## config.mk

```make
export PLATFORM = sky130hd
export DESIGN_NAME = hdmi_pixel_buffer
export DESIGN_NICKNAME = d
export VERILOG_FILES = /design/src/rtl/hdmi_pixel_buffer.sv
export SDC_FILE = /design/constraint.sdc
export NUM_CORES = 1
export LEC_CHECK = 0
export ABC_CLOCK_PERIOD_IN_PS = 4500
export CORE_MARGIN = 3
export CORE_UTILIZATION = 32
export CTS_CLUSTER_DIAMETER = 40
export DETAILED_ROUTE_END_ITERATION = 7
export GPL_ROUTABILITY_DRIVEN = 1
export SYNTH_ARGS = -nofsm -noshare
export SYNTH_HDL_FRONTEND = slang
export SYNTH_SLANG_ARGS = --single-unit
```

## constraint.sdc

```tcl
create_clock -name i_pixclk -period 4.5 [get_ports i_pixclk]
set_clock_uncertainty 0.15 [all_clocks]
set_input_delay 0.9 -clock i_pixclk [delete_from_list [all_inputs] [get_ports i_pixclk]]
set_output_delay 0.9 -clock i_pixclk [all_outputs]
set_load 0.1 [all_outputs]
```

## src/rtl/hdmi_pixel_buffer.sv

```systemverilog
// Elastic FWFT pixel FIFO feeding the TMDS serialiser; aligns producer frames to the
// serialiser's end-of-frame pulse and resynchronises after underrun or misalignment.
module hdmi_pixel_buffer #(
    parameter int          LGDEPTH   = 5,
    parameter logic [23:0] BLANK_RGB = 24'h000000
) (
    input  logic               i_pixclk,
    input  logic               i_reset,
    input  logic [23:0]        i_data,
    input  logic               i_sof,
    input  logic               i_valid,
    output logic               o_ready,
    input  logic               i_rd,
    input  logic               i_newframe,
    input  logic               i_clr_err,
    output logic [7:0]         o_red,
    output logic [7:0]         o_grn,
    output logic [7:0]         o_blu,
    output logic [LGDEPTH:0]   o_fill,
    output logic               o_underrun,
    output logic               o_misalign,
    output logic               o_locked
);

    localparam int                 DEPTH     = 2 ** LGDEPTH;
    localparam logic [LGDEPTH:0]   FILL_FULL = DEPTH;
    localparam logic [LGDEPTH:0]   FILL_ZERO = 0;
    localparam logic [LGDEPTH:0]   FILL_ONE  = 1;
    localparam logic [LGDEPTH-1:0] PTR_ZERO  = 0;
    localparam logic [LGDEPTH-1:0] PTR_ONE   = 1;

    typedef enum logic [1:0] {
        ST_ALIGN  = 2'd0,
        ST_ARMED  = 2'd1,
        ST_STREAM = 2'd2
    } state_t;

    logic [24:0]        mem_r [DEPTH];
    logic [LGDEPTH-1:0] wr_ptr_r;
    logic [LGDEPTH-1:0] rd_ptr_r;
    logic [LGDEPTH:0]   fill_r;
    state_t             state_r;
    logic               expect_sof_r;
    logic               underrun_r;
    logic               misalign_r;

    logic               head_valid_s;
    logic               head_sof_s;
    logic [23:0]        head_data_s;
    logic               push_s;
    logic               pop_s;
    logic               misalign_set_s;
    logic               underrun_set_s;
    logic [23:0]        rgb_s;

    assign o_ready      = (fill_r != FILL_FULL);
    assign push_s       = i_valid && o_ready;
    assign head_valid_s = (fill_r != FILL_ZERO);
    assign head_sof_s   = mem_r[rd_ptr_r][24];
    assign head_data_s  = mem_r[rd_ptr_r][23:0];

    // Storage array; contents need no reset because fill gates every read.
    always_ff @(posedge i_pixclk) begin
        if (push_s) begin
            mem_r[wr_ptr_r] <= {i_sof, i_data};
        end
    end

    // Pointers and occupancy; simultaneous push and pop leave the fill unchanged.
    always_ff @(posedge i_pixclk or posedge i_reset) begin
        if (i_reset) begin
            wr_ptr_r <= PTR_ZERO;
            rd_ptr_r <= PTR_ZERO;
            fill_r   <= FILL_ZERO;
        end else begin
            if (push_s) begin
                wr_ptr_r <= wr_ptr_r + PTR_ONE;
            end
            if (pop_s) begin
                rd_ptr_r <= rd_ptr_r + PTR_ONE;
            end
            case ({push_s, pop_s})
                2'b10:   fill_r <= fill_r + FILL_ONE;
                2'b01:   fill_r <= fill_r - FILL_ONE;
                default: fill_r <= fill_r;
            endcase
        end
    end

    // Pop decision and error events, all decided in the cycle the serialiser strobes.
    always_comb begin
        pop_s          = 1'b0;
        misalign_set_s = 1'b0;
        underrun_set_s = 1'b0;
        case (state_r)
            ST_ALIGN: begin
                pop_s = head_valid_s && !head_sof_s;
            end
            ST_ARMED: begin
                pop_s = 1'b0;
            end
            ST_STREAM: begin
                if (i_rd) begin
                    pop_s          = head_valid_s;
                    misalign_set_s = head_valid_s && (expect_sof_r ^ head_sof_s);
                    underrun_set_s = !head_valid_s;
                end else begin
                    pop_s = 1'b0;
                end
            end
            default: begin
                pop_s = 1'b0;
            end
        endcase
    end

    // Alignment FSM with expected-SOF tracking and sticky error flags (set beats clear).
    always_ff @(posedge i_pixclk or posedge i_reset) begin
        if (i_reset) begin
            state_r      <= ST_ALIGN;
            expect_sof_r <= 1'b0;
            underrun_r   <= 1'b0;
            misalign_r   <= 1'b0;
        end else begin
            case (state_r)
                ST_ALIGN: begin
                    if (head_valid_s && head_sof_s) begin
                        state_r <= ST_ARMED;
                    end else begin
                        state_r <= ST_ALIGN;
                    end
                end
                ST_ARMED: begin
                    if (i_newframe) begin
                        state_r      <= ST_STREAM;
                        expect_sof_r <= 1'b1;
                    end else begin
                        state_r <= ST_ARMED;
                    end
                end
                ST_STREAM: begin
                    if (misalign_set_s || underrun_set_s) begin
                        state_r <= ST_ALIGN;
                    end else begin
                        state_r <= ST_STREAM;
                    end
                    // The pixel check above already used the old value, so a
                    // coincident newframe only affects the next pixel.
                    if (i_newframe) begin
                        expect_sof_r <= 1'b1;
                    end else if (pop_s) begin
                        expect_sof_r <= 1'b0;
                    end else begin
                        expect_sof_r <= expect_sof_r;
                    end
                end
                default: begin
                    state_r      <= ST_ALIGN;
                    expect_sof_r <= 1'b0;
                end
            endcase

            if (underrun_set_s) begin
                underrun_r <= 1'b1;
            end else if (i_clr_err) begin
                underrun_r <= 1'b0;
            end else begin
                underrun_r <= underrun_r;
            end

            if (misalign_set_s) begin
                misalign_r <= 1'b1;
            end else if (i_clr_err) begin
                misalign_r <= 1'b0;
            end else begin
                misalign_r <= misalign_r;
            end
        end
    end

    // Colour presented to the serialiser in the same cycle as its read strobe.
    always_comb begin
        if ((state_r == ST_STREAM) && head_valid_s && !misalign_set_s) begin
            rgb_s = head_data_s;
        end else begin
            rgb_s = BLANK_RGB;
        end
    end

    assign o_red      = rgb_s[23:16];
    assign o_grn      = rgb_s[15:8];
    assign o_blu      = rgb_s[7:0];
    assign o_fill     = fill_r;
    assign o_underrun = underrun_r;
    assign o_misalign = misalign_r;
    assign o_locked   = (state_r == ST_STREAM);

endmodule

```

# Word level (Yosys, flattened, before mapping)
# Memories as Yosys holds them, arrays and structs flattened.
# Index checks and enable logic that the tools add are counted.
[totals]
reg_bits = 21
ram_bits = 800
inputBits = 31
output_inout_bits = 34
wordCells = 58
mem_count = 1
[op_classes]
add_sub_neg = 4
eq_ne = 7
muxes = 21
n_bitwise = 2
n_reduce_logical = 16
[memory_table]
columns = ["name", "words", "word_bits", "rd", "rd_clocked_by_memory_dff", "wr", "line", "text"]
rows = [
  ["mem_r", 32, 25, 1, 0, 1, "38", "logic [24:0] mem_r [DEPTH];"],
]
[ops]
columns = ["op", "n"]
rows = [
  ["24-bit two-way mux", 1],
  ["1-bit two-way mux", 14],
  ["6-bit case mux with 2 select lines", 1],
  ["5-bit by 1-bit adder with 5-bit output, second input constant", 2],
  ["6-bit by 1-bit adder with 6-bit output, second input constant", 1],
  ["1-bit logical AND", 6],
  ["6-bit != test, second input constant", 1],
  ["2-bit case mux with 3 select lines", 1],
  ["2-bit nonzero test", 3],
  ["6-bit nonzero test", 1],
  ["6-bit by 1-bit subtractor with 6-bit output, second input constant", 1],
  ["2-bit by 1-bit == test with 1-bit output, second input constant", 2],
  ["2-bit == test, second input constant", 2],
  ["2-bit two-way mux", 2],
  ["1-bit zero test", 3],
  ["3-bit by 2-bit != test with 1-bit output, second input constant", 1],
  ["1-bit case mux with 3 select lines", 1],
  ["3-bit AND reduction", 1],
  ["2-bit zero test", 1],
  ["2-bit != test, second input constant", 1],
  ["1-bit case mux with 2 select lines", 1],
  ["1-bit logical OR", 1],
  ["1-bit inverter", 1],
  ["1-bit bitwise XOR", 1],
]

# Longest topological paths before layout
# An unclocked memory read counts as a cell.
[depth]
word_depth = 8
ltp_mapped = 15
depth_no_buf = 13

# Least setup slack after synthesis
# No wires, ideal clock.
[synth_timing]
kind = "register -> output"
from = "register state_r[0]"
to = "output o_blu[3]"
arrival_time_ps = 4090
required_time_ps = 3450
setup_slack_ps = -640
stages_incl_launch_ff = 6
path_buffers = 1
cell_sequence = "dfrtp_1 -> inv_1 -> ha_1 -> nand2_1 -> clkbuf_1 -> nor3_1"
[synth_between]
elab_chain_len = 5
word_cells_on_any_way = 6
classes_between = "1 x eq/ne; 2 x mux; 3 x reduce/logical"
[synth_lines]
columns = ["item", "line", "text"]
rows = [
  ["start, declared", "42", "state_t state_r;"],
  ["start signal, assigned", "120", "state_r <= ST_ALIGN;"],
  ["start signal, assigned", "128", "state_r <= ST_ARMED;"],
  ["start signal, assigned", "130", "state_r <= ST_ALIGN;"],
  ["2-bit == test (*)", "n/a", ""],
  ["net o_locked", "22", "output logic o_locked"],
  ["1-bit two-way mux", "95", "case (state_r)"],
  ["1-bit zero test", "183", "if ((state_r == ST_STREAM) && head_valid_s && !misalign_set_s) begin"],
  ["1-bit logical AND (*)", "183", ""],
  ["24-bit two-way mux (*)", "183", ""],
  ["end, declared", "18", "output logic [7:0] o_blu,"],
]
# Mark *: on every way through the listed nets, which the timed path passes. The rest lies on a longest branch.

# Final worst setup path
[layout_timing]
from = "register rd_ptr_r[0]"
to = "output o_blu[7]"
[layout_between]
elab_chain_len = 8
[layout_lines]
columns = ["item", "line", "text"]
rows = [
  ["start, declared", "40", "logic [LGDEPTH-1:0] rd_ptr_r;"],
  ["start signal, assigned", "80", "rd_ptr_r <= rd_ptr_r + PTR_ONE;"],
  ["memory read 32 x 25 bit (*)", "n/a", ""],
  ["1-bit bitwise XOR", "105", "misalign_set_s = head_valid_s && (expect_sof_r ^ head_sof_s);"],
  ["1-bit logical AND", "105", ""],
  ["1-bit two-way mux", "103", "if (i_rd) begin"],
  ["1-bit two-way mux", "95", ""],
  ["1-bit zero test", "183", ""],
  ["1-bit logical AND", "183", ""],
  ["24-bit two-way mux (*)", "183", ""],
]
# Mark *: on every way between the ends. The rest lies on a longest branch, timed or not.

==> reports/results.ini <==
[clock_tree]
numCtsBuffers=100
cts_tree=yes
insertion_delay_ps=660
cts_hold_buf=0
htree_levels=3
cts_buffer_depth=3
path_clk_slew_ps=60
clock_sinks=821
root_buffer=clkbuf_16

[setup_path]
cp-endpoint=o_blu[7]
r2r_cells=16
r2r_end=o_fill[5]
critPathMaxFanout=15
slowest_stage=dfrtp_4
worstSetupStartpointType=flip-flop
cpMostUsedCell=buf_12
reg2reg_slack_ps=330
timing.rr.start=rd_ptr_r[0]
crit_type=reg -> out
path_cells=buf_12, buf_16, mux2i_1, a221oi_2, a211oi_4, or3_4, a21oi_4, buf_12, buf_12, nor3_4, buf_12
required_ps=3450
crit_arrival_ps=3400
endpoint_kind=output pin
crit_start=rd_ptr_r[0]
cp_slowest_stage_delay_ps=530

[floorplanning]
core_mm2=0.09871
ios=65
rows=115
dieWidth_um=322.2
die_h_um=322.2
die-area_mm2=0.1038
initial_utilization_pct=32.42

[timing]
maxSlewHeadroom_pct=19.87
fmax_mhz=224.9
finalCritPeriodShare_pct=98.79
rsz0062_at_grt=yes
period_needed_ps=4446
slew_viol_final=0
hold_slack_ps=342.4
worst_pin_slew_ps=1198
hold_violations=0
setup_viol=0

[drt]
drt_drc_violations_left=0
viasPerCell=5.196
drtPass1Iterations=5
wl_per_cell_um=27.81
routed_wirelength_mm=80.95
drt_iter0_markers=1799
num_vias=15127
ant_nets=0

[synth]
netlist_top_cells_area=edfxtp_1 (75%), mux4_2 (17%), dfrtp_1 (1.6%)
synth_cells=1347
synth_cell_types=50
yosys.area.top_type=edfxtp_1
ys_warn_count=0
syn_area_mm2=0.03200
ys_ff_latch=821
synth_ff_type=edfxtp_1
syn_nets=1393
netlist.area_leader.share_pct=75.07
syn_area_per_cell_um2=23.76
synth_edf_count=800
synth-seq-area-share_pct=76.72
ys_async_sr_fraction_pct=2.558

[final_layout]
layout.nets=1584
drive_above_1_share_pct=37.73
multiInputGateArea_mm2=0.007477
final_util_pct=39.90
areaGrowthSynthToFinish_pct=23.08
layout_common_cells=edfxtp_1 (800), mux4_2 (244), clkbuf_16 (103)
seqCellArea_mm2=0.02456
layout_commonest_cell=edfxtp_1
fillerInstances=8627

[global_route]
grt_pass1_vias=15526
gr-usage-met3_pct=4.047
antenna_found_initial=3
top_usage_layer=met2
grt_pass1_wl_mm=115.2
track_usage_pct=15.61
overflow=0
grt_use_met1_pct=21.89
grt_max_degree=52
grtUsageMet2_pct=24.45

[run]
max_cap_viol_count=0

[placed_design]
detailed_place_hpwl_mm=42.92
place_congestion=0.7572
port_buffers=64

[power_and_ir_drop]
power_density_mw_per_mm2=675.7
vdd_drop_max_uv=529.9
leakage_nw=12.39

[hold_path]
hold_path.class=reg -> reg

[outcome]
outcome=complete, no violations

-- state kept, by name (all words and copies together) (netlist names) --
signal	flops
expect_sof_r	1
mem_r	800
o_fill	6
o_misalign	1
o_underrun	1
rd_ptr_r	5
state_r	2
wr_ptr_r	5
-- worst max-delay path: cells and delay by family (launching register included) --
family / cells / cell delay [ps]
buffers and inverters: 5 / 870
AOI/OAI and AO/OA: 3 / 680
DFF: 1 / 530
and+or+nand+nor: 2 / 480
muxes: 1 / 140
-- cells in the mapped netlist, types with 3 or more instances --
cell type and count:
edfxtp_1 800, mux4_2 244, nor2_1 41, mux2i_1 33, clkbuf_1 24, dfrtp_1 21, nor3_2 19, buf_2 18
nand2_1 16, ha_1 14, inv_1 12, buf_4 10, buf_6 9, xnor2_1 9, buf_1 8, nor3_1 7
nand3b_1 5, o21ai_0 5, a21oi_1 4, nand3_1 4, xor2_1 4, a211oi_1 3
-- power breakdown --
group	internal, mW	total [mW]	switching, mW	leakage (nW)
registers	8.98	9.30	0.317	7.46
logic	4.06	8.94	4.88	3.25
clock network	5.02	8.38	3.36	1.67
-- cells by family after synthesis --
kind of cell / count (synthesis) / share of synthesized area [%]
AO/OA/AOI/OAI: 31 / 0.8055
multiplexers: 279 / 18.28
adder cells (fa/ha/maj): 15 / 0.6100
XOR/XNOR: 13 / 0.3558
flip-flops: 821 / 76.72
buffers and inverters: 81 / 1.349
AND/OR/NAND/NOR: 107 / 1.889
-- metrics by stage --
stage	setup slack [ps]	cells	power [mW]	TNS [ps]	cell area, um2
5_1_grt	-41.67	2909	27.60	-423.4	39380
6_report	54.45	2911	26.61	0	39390
3_5_place_dp	302.3	2704	17.73	0	35240
4_1_cts	5.186	2901	26.58	0	39100
3_3_place_gp	297.6	2704	17.66	0	35240
2_1_floorplan	-580.9	1347	14.88	-2393	32000
-- worst min path at each step --
| stage | start | end | slack, ps | cells after the start |
|---|---|---|---|---|
| after floorplan | expect_sof_r | expect_sof_r | 330 | 2 |
| final | o_misalign | o_misalign | 340 | 1 |
| after detailed placement | o_misalign | o_misalign | 330 | 1 |
| after CTS | o_misalign | o_misalign | 340 | 1 |
| after global placement | o_misalign | o_misalign | 310 | 1 |
| after global routing | o_misalign | o_misalign | 360 | 1 |
-- final cells by class --
class,count,area share [%]
antenna,2,0.01271
multi-input combinational,445,18.98
inverter,12,0.1144
clock buffer,109,6.493
clock inverter,77,2.443
tap,1287,4.089
sequential,821,62.36
timing repair buffer,158,5.502
-- what timing repair did --
item	CTS	global route
cloned	5	2
setup endpoints to repair	24	24
pin swaps	0	5
gates resized for setup	27	32
setup buffers	6	6
-- per-layer routing --
layer	routed length, um	up-vias
met2	38450	624
met3	7118	103
met5	13	-
met1	33960	8212
li1	-	6186
met4	1413	2
No activity file was read; power rests on OpenSTA's default activity.
